## src/rtl/prio_arb.sv

```systemverilog
// prio_arb: round-robin arbiter built on an MSB-first priority pick.
// One owner at a time gets a registered one-hot grant and keeps it until it
// drops its request. Priority then rotates so the last owner becomes lowest.
//
// Optional feature macro: PRIO_ARB_TIMEOUT_EN. When it is defined, an owner
// that has held the grant for TMAX cycles loses it to any other pending
// requester.
//
// Ports:
//   clk       in   1          clock, all state on the rising edge
//   nreset    in   1          asynchronous active-low reset
//   req       in   N          request vector, bit i = requester i
//   grant     out  N          registered one-hot grant, zero when idle
//   grant_id  out  clog2(N)   index of the granted bit, zero when idle
//   busy      out  1          grant != 0
module prio_arb #(
  parameter int unsigned N    = 8,
  parameter int unsigned TMAX = 16
) (
  input  logic                 clk,
  input  logic                 nreset,
  input  logic [N-1:0]         req,
  output logic [N-1:0]         grant,
  output logic [$clog2(N)-1:0] grant_id,
  output logic                 busy
);

  localparam int unsigned IW = $clog2(N);

  // Reject unusable parameter values at elaboration.
  if (N < 2 || TMAX < 1) begin : g_param_chk
    $error("prio_arb: requires N >= 2 and TMAX >= 1");
  end

  typedef enum logic {
    ST_IDLE,
    ST_OWNED
  } state_e;

  state_e          state_q, state_d;
  logic [N-1:0]    grant_q, grant_d;
  logic [IW-1:0]   id_q, id_d;
  logic [IW-1:0]   last_q, last_d;
  logic            busy_q, busy_d;

  logic            arb_en_c;
  logic [N-1:0]    cand_c;
  logic [IW-1:0]   base_c;
  logic [IW-1:0]   win_c;

`ifdef PRIO_ARB_TIMEOUT_EN
  localparam int unsigned TW = $clog2(TMAX + 1);
  logic [TW-1:0]   tcnt_q, tcnt_d;
  logic            tmo_c;
`endif

  // Highest set bit among those strictly below base l; if none, highest set bit overall.
  function automatic logic [IW-1:0] pick_idx(input logic [N-1:0] v, input logic [IW-1:0] l);
    logic [N-1:0]  hi;
    logic [N-1:0]  src;
    logic [IW-1:0] idx;
    hi  = '0;
    idx = '0;
    for (int i = 0; i < N; i++) begin
      if (i < int'(l)) hi[i] = v[i];
    end
    src = (hi != '0) ? hi : v;
    for (int i = 0; i < N; i++) begin
      if (src[i]) idx = IW'(i);
    end
    return idx;
  endfunction

  // Next-state and next-output decode.
  always_comb begin
    state_d  = state_q;
    grant_d  = grant_q;
    id_d     = id_q;
    busy_d   = busy_q;
    last_d   = last_q;
    arb_en_c = 1'b0;
    cand_c   = req;
    base_c   = last_q;
    win_c    = '0;
`ifdef PRIO_ARB_TIMEOUT_EN
    tmo_c    = (tcnt_q == TW'(TMAX)) && ((req & ~grant_q) != '0);
`endif

    case (state_q)
      ST_IDLE: begin
        if (req != '0) arb_en_c = 1'b1;
      end
      ST_OWNED: begin
        if (!req[id_q]) begin
          // Release: rotate on the departing owner and re-arbitrate on this edge.
          last_d = id_q;
          base_c = id_q;
          if (req != '0) begin
            arb_en_c = 1'b1;
          end else begin
            state_d = ST_IDLE;
            grant_d = '0;
            id_d    = '0;
            busy_d  = 1'b0;
          end
        end
`ifdef PRIO_ARB_TIMEOUT_EN
        else if (tmo_c) begin
          // Revoke: the current owner is excluded from this pick only.
          last_d   = id_q;
          base_c   = id_q;
          cand_c   = req & ~grant_q;
          arb_en_c = 1'b1;
        end
`endif
      end
      default: begin
        state_d = ST_IDLE;
        grant_d = '0;
        id_d    = '0;
        busy_d  = 1'b0;
      end
    endcase

    if (arb_en_c) begin
      win_c   = pick_idx(cand_c, base_c);
      state_d = ST_OWNED;
      grant_d = N'(1) << win_c;
      id_d    = win_c;
      busy_d  = 1'b1;
    end

`ifdef PRIO_ARB_TIMEOUT_EN
    // Hold counter: clears on each new grant, saturates at TMAX while owned.
    tcnt_d = tcnt_q;
    if (arb_en_c) begin
      tcnt_d = '0;
    end else if (state_q == ST_OWNED && tcnt_q != TW'(TMAX)) begin
      tcnt_d = tcnt_q + TW'(1);
    end
`endif
  end

  // State and output registers.
  always_ff @(posedge clk or negedge nreset) begin
    if (!nreset) begin
      state_q <= ST_IDLE;
      grant_q <= '0;
      id_q    <= '0;
      last_q  <= '0;
      busy_q  <= 1'b0;
`ifdef PRIO_ARB_TIMEOUT_EN
      tcnt_q  <= '0;
`endif
    end else begin
      state_q <= state_d;
      grant_q <= grant_d;
      id_q    <= id_d;
      last_q  <= last_d;
      busy_q  <= busy_d;
`ifdef PRIO_ARB_TIMEOUT_EN
      tcnt_q  <= tcnt_d;
`endif
    end
  end

  assign grant    = grant_q;
  assign grant_id = id_q;
  assign busy     = busy_q;

endmodule

```

## config.mk

```make
export PLATFORM = sky130hd
export DESIGN_NAME = prio_arb
export DESIGN_NICKNAME = d
export VERILOG_FILES = /design/src/rtl/prio_arb.sv
export SDC_FILE = /design/constraint.sdc
export NUM_CORES = 1
export LEC_CHECK = 0
export BUFFER_PORTS_ARGS = -buffer_cell sky130_fd_sc_hd__buf_4
export CORE_UTILIZATION = 59
export CTS_CLUSTER_SIZE = 28
export DETAILED_ROUTE_END_ITERATION = 12
export GPL_ROUTABILITY_DRIVEN = 0
export PLACE_DENSITY = 0.84
export SLEW_MARGIN = 20
export SYNTH_ARGS = -nofsm -noshare
export SYNTH_HDL_FRONTEND = slang
export SYNTH_SLANG_ARGS = --single-unit
```

## constraint.sdc

```tcl
create_clock -name clk -period 5.7 [get_ports clk]
set_input_delay 0.57 -clock clk [delete_from_list [all_inputs] [get_ports clk]]
set_output_delay 0.57 -clock clk [all_outputs]
set_load 0.05 [all_outputs]
```

==> results.yml <==
synth:
  synth-main-ff-cell: "dfrtp_1"
  ys_ff_latch: 16
  avgSynthCellArea_um2: 9.70
  synthTopCellsByArea: "dfrtp_1, a22o_1, mux2i_1, a22o_4, o21ai_1"
  yosysUniqueCellTypes: 50
  synth_nets: 135
  async_reset_ff_share_pct: 100
  synth_top_area_share_pct: 33.0
  syn_inst: 125
  synth-edff-count: 0
  netlist_top_cells_count: "dfrtp_1, nand2_1, a22o_1"
  yosysMostFrequentCell: "dfrtp_1"
  ys_warn_count: 0
  synth_top_area_cell: "dfrtp_1"
  yosysSeqAreaShare_pct: 33.0
  syn-cell-area_um2: 1210
sta:
  slew_headroom_pct: 54.0
  hold_violations: 0
  fin_skew_ps: 7.12
  finalCritPeriodShare_pct: 55.5
  grt_setup_unrepaired: "no"
  fmax_mhz: 316
  tns_ps: 0
  finalCriticalPeriod_ps: 3160
  worst_pin_slew_ps: 687
  finalMaxSlewViolations: 0
  setup_viol: 0
cells_and_area:
  area_growth_pct: 15.3
  final_nets: 154
  drive_gt1_share_pct: 31.5
  fill_cells: 151
  n_antenna_cell: 0
global_routing:
  grt_usage_pct: 29.7
  grt_max_degree: 17
  grt-ovfl-total: 0
  grt_pass1_vias: 983
  antenna_found_initial: 0
  grt_first_pass_wirelength_um: 4680
critical_path:
  crit_type: "reg -> reg"
  worstSetupStartpointType: "flip-flop"
  crit_required_ps: 5880
  critPathMaxFanout: 13
  r2r_setup_slack_ps: 2540
  r2r_end: "grant[1]$_DFFE_PN0P_"
  rr_worst_depth: 10
  r2r-start: "grant_id[0]$_DFFE_PN0P_"
  critPathArrivalTime_ps: 3350
  end_kind: "flip-flop"
job:
  maxCapViolations: 0
hold_path:
  hold_path.class: "in -> async"
cts:
  root_buffer: "clkbuf_4"
  h-tree-depth: 1
  cts_buffer_depth: 2
  postCtsSetupBuffers: 0
  path_clk_slew_ps: 100
  cts_tree: "built"
  post_cts_resize_count: 0
  cts_buffers: 3
  ctsHoldBuffers: 0
  clock_latency_ps: 290
  clkSinkCount: 16
run_status:
  status: "completed"
routing:
  drtIter0Drc: 27
  viasPerCell: 6.64
  vias: 1129
  finalWirelength_um: 2940
  drc_errors: 0
  dr.pass1.iters: 4
  wire_per_inst_um: 17.3
  ant_nets: 0
die:
  initial_utilization_pct: 62.4
  row_count: 16
  die_h_um: 47.3
  fp.dieW_um: 47.3
  io_pins: 22
  core_um2: 1940
  dieArea_um2: 2240
placement:
  dp.final_hpwl_um: 2200
  port_buffers: 21
cells by family after synthesis:
family	count (synthesis)	share of synthesized area, %
AO/OA/AOI/OAI	51	37.4
multiplexers	9	8.26
flip-flops	16	33.0
buffers and inverters	14	5.88
AND/OR/NAND/NOR	35	15.5
registers in the layout (all words and copies together), names as in the netlist:
register  count
grant         8
busy          1
state_q       1
last_q        3
grant_id      3
cell type report:
| type | count | area, µm² | area share [%] |
|---|---|---|---|
| sequential | 16 | 400 | 28.6 |
| timing repair buffer | 21 | 158 | 11.3 |
| tap | 27 | 33.8 | 2.42 |
| clock buffer | 4 | 36.3 | 2.60 |
| multi-input combinational | 95 | 741 | 53.0 |
| inverter | 7 | 28.8 | 2.06 |
worst max-delay path, stage by stage, from the launching register on:
cell and delay [ps]:
dfrtp_1 650, mux2i_1 290, a22o_4 210, a21bo_1 110, and2_1 360, inv_4 80, o32a_2 460, o32ai_2 160
a222oi_1 190, a211o_2 350, a22o_1 190
metal layers:
| layer | vias to the layer above | wire length [µm] | global-route usage [%] | share of wire (%) |
|---|---|---|---|---|
| li1 | 524 | - | - | - |
| met1 | 549 | 1300 | 41.5 | 44 |
| met2 | 46 | 1410 | 45.5 | 48 |
| met3 | 10 | 151 | 3.85 | 5.1 |
| met4 | 0 | 72 | 14.3 | 2.5 |
| met5 | - | 0 | 0 | 0 |
worst max path at each step:
stage,from,cells past startpoint,slack (ps),end
5_1_grt,grant_id[0]$_DFFE_PN0P_,10,2330,grant[2]$_DFFE_PN0P_
3_3_place_gp,req[1],11,2600,grant[6]$_DFFE_PN0P_
6_report,grant_id[0]$_DFFE_PN0P_,10,2540,grant[1]$_DFFE_PN0P_
3_5_place_dp,req[1],11,2540,grant[6]$_DFFE_PN0P_
4_1_cts,grant_id[0]$_DFFE_PN0P_,10,2530,grant[1]$_DFFE_PN0P_
2_1_floorplan,grant_id[0]$_DFFE_PN0P_,12,2700,grant_id[0]$_DFFE_PN0P_
placed cells by master (no fill, tap or decap), types with 3 or more instances in the layout:
cell,Yosys,routed
a31oi_1,3,3
and3_1,4,4
nor2_1,6,6
buf_4,0,21
a21oi_1,4,4
mux2i_1,5,5
o21ai_1,6,6
inv_1,6,6
dfrtp_1,16,16
a22o_1,7,7
nand2_1,8,8
o21ai_0,5,5
nor3_1,4,4
clkbuf_4,0,3
metrics by stage:
| step | area (µm²) | cells | utilization (%) | setup slack [ps] | hold slack (ps) |
|---|---|---|---|---|---|
| floorplan | 1210 | 125 | - | 2700 | 274 |
| global placement | 1360 | 166 | 70.1 | 2600 | 432 |
| detailed placement | 1360 | 166 | 70.1 | 2540 | 441 |
| CTS | 1400 | 170 | 72.0 | 2530 | 118 |
| global route | 1400 | 170 | 72.0 | 2330 | 114 |
| finish | 1400 | 170 | 72.0 | 2540 | 114 |
Power is left out: the tool's default activity adds up to more than one toggle a clock period on the data nets, which glitch-free logic cannot reach.
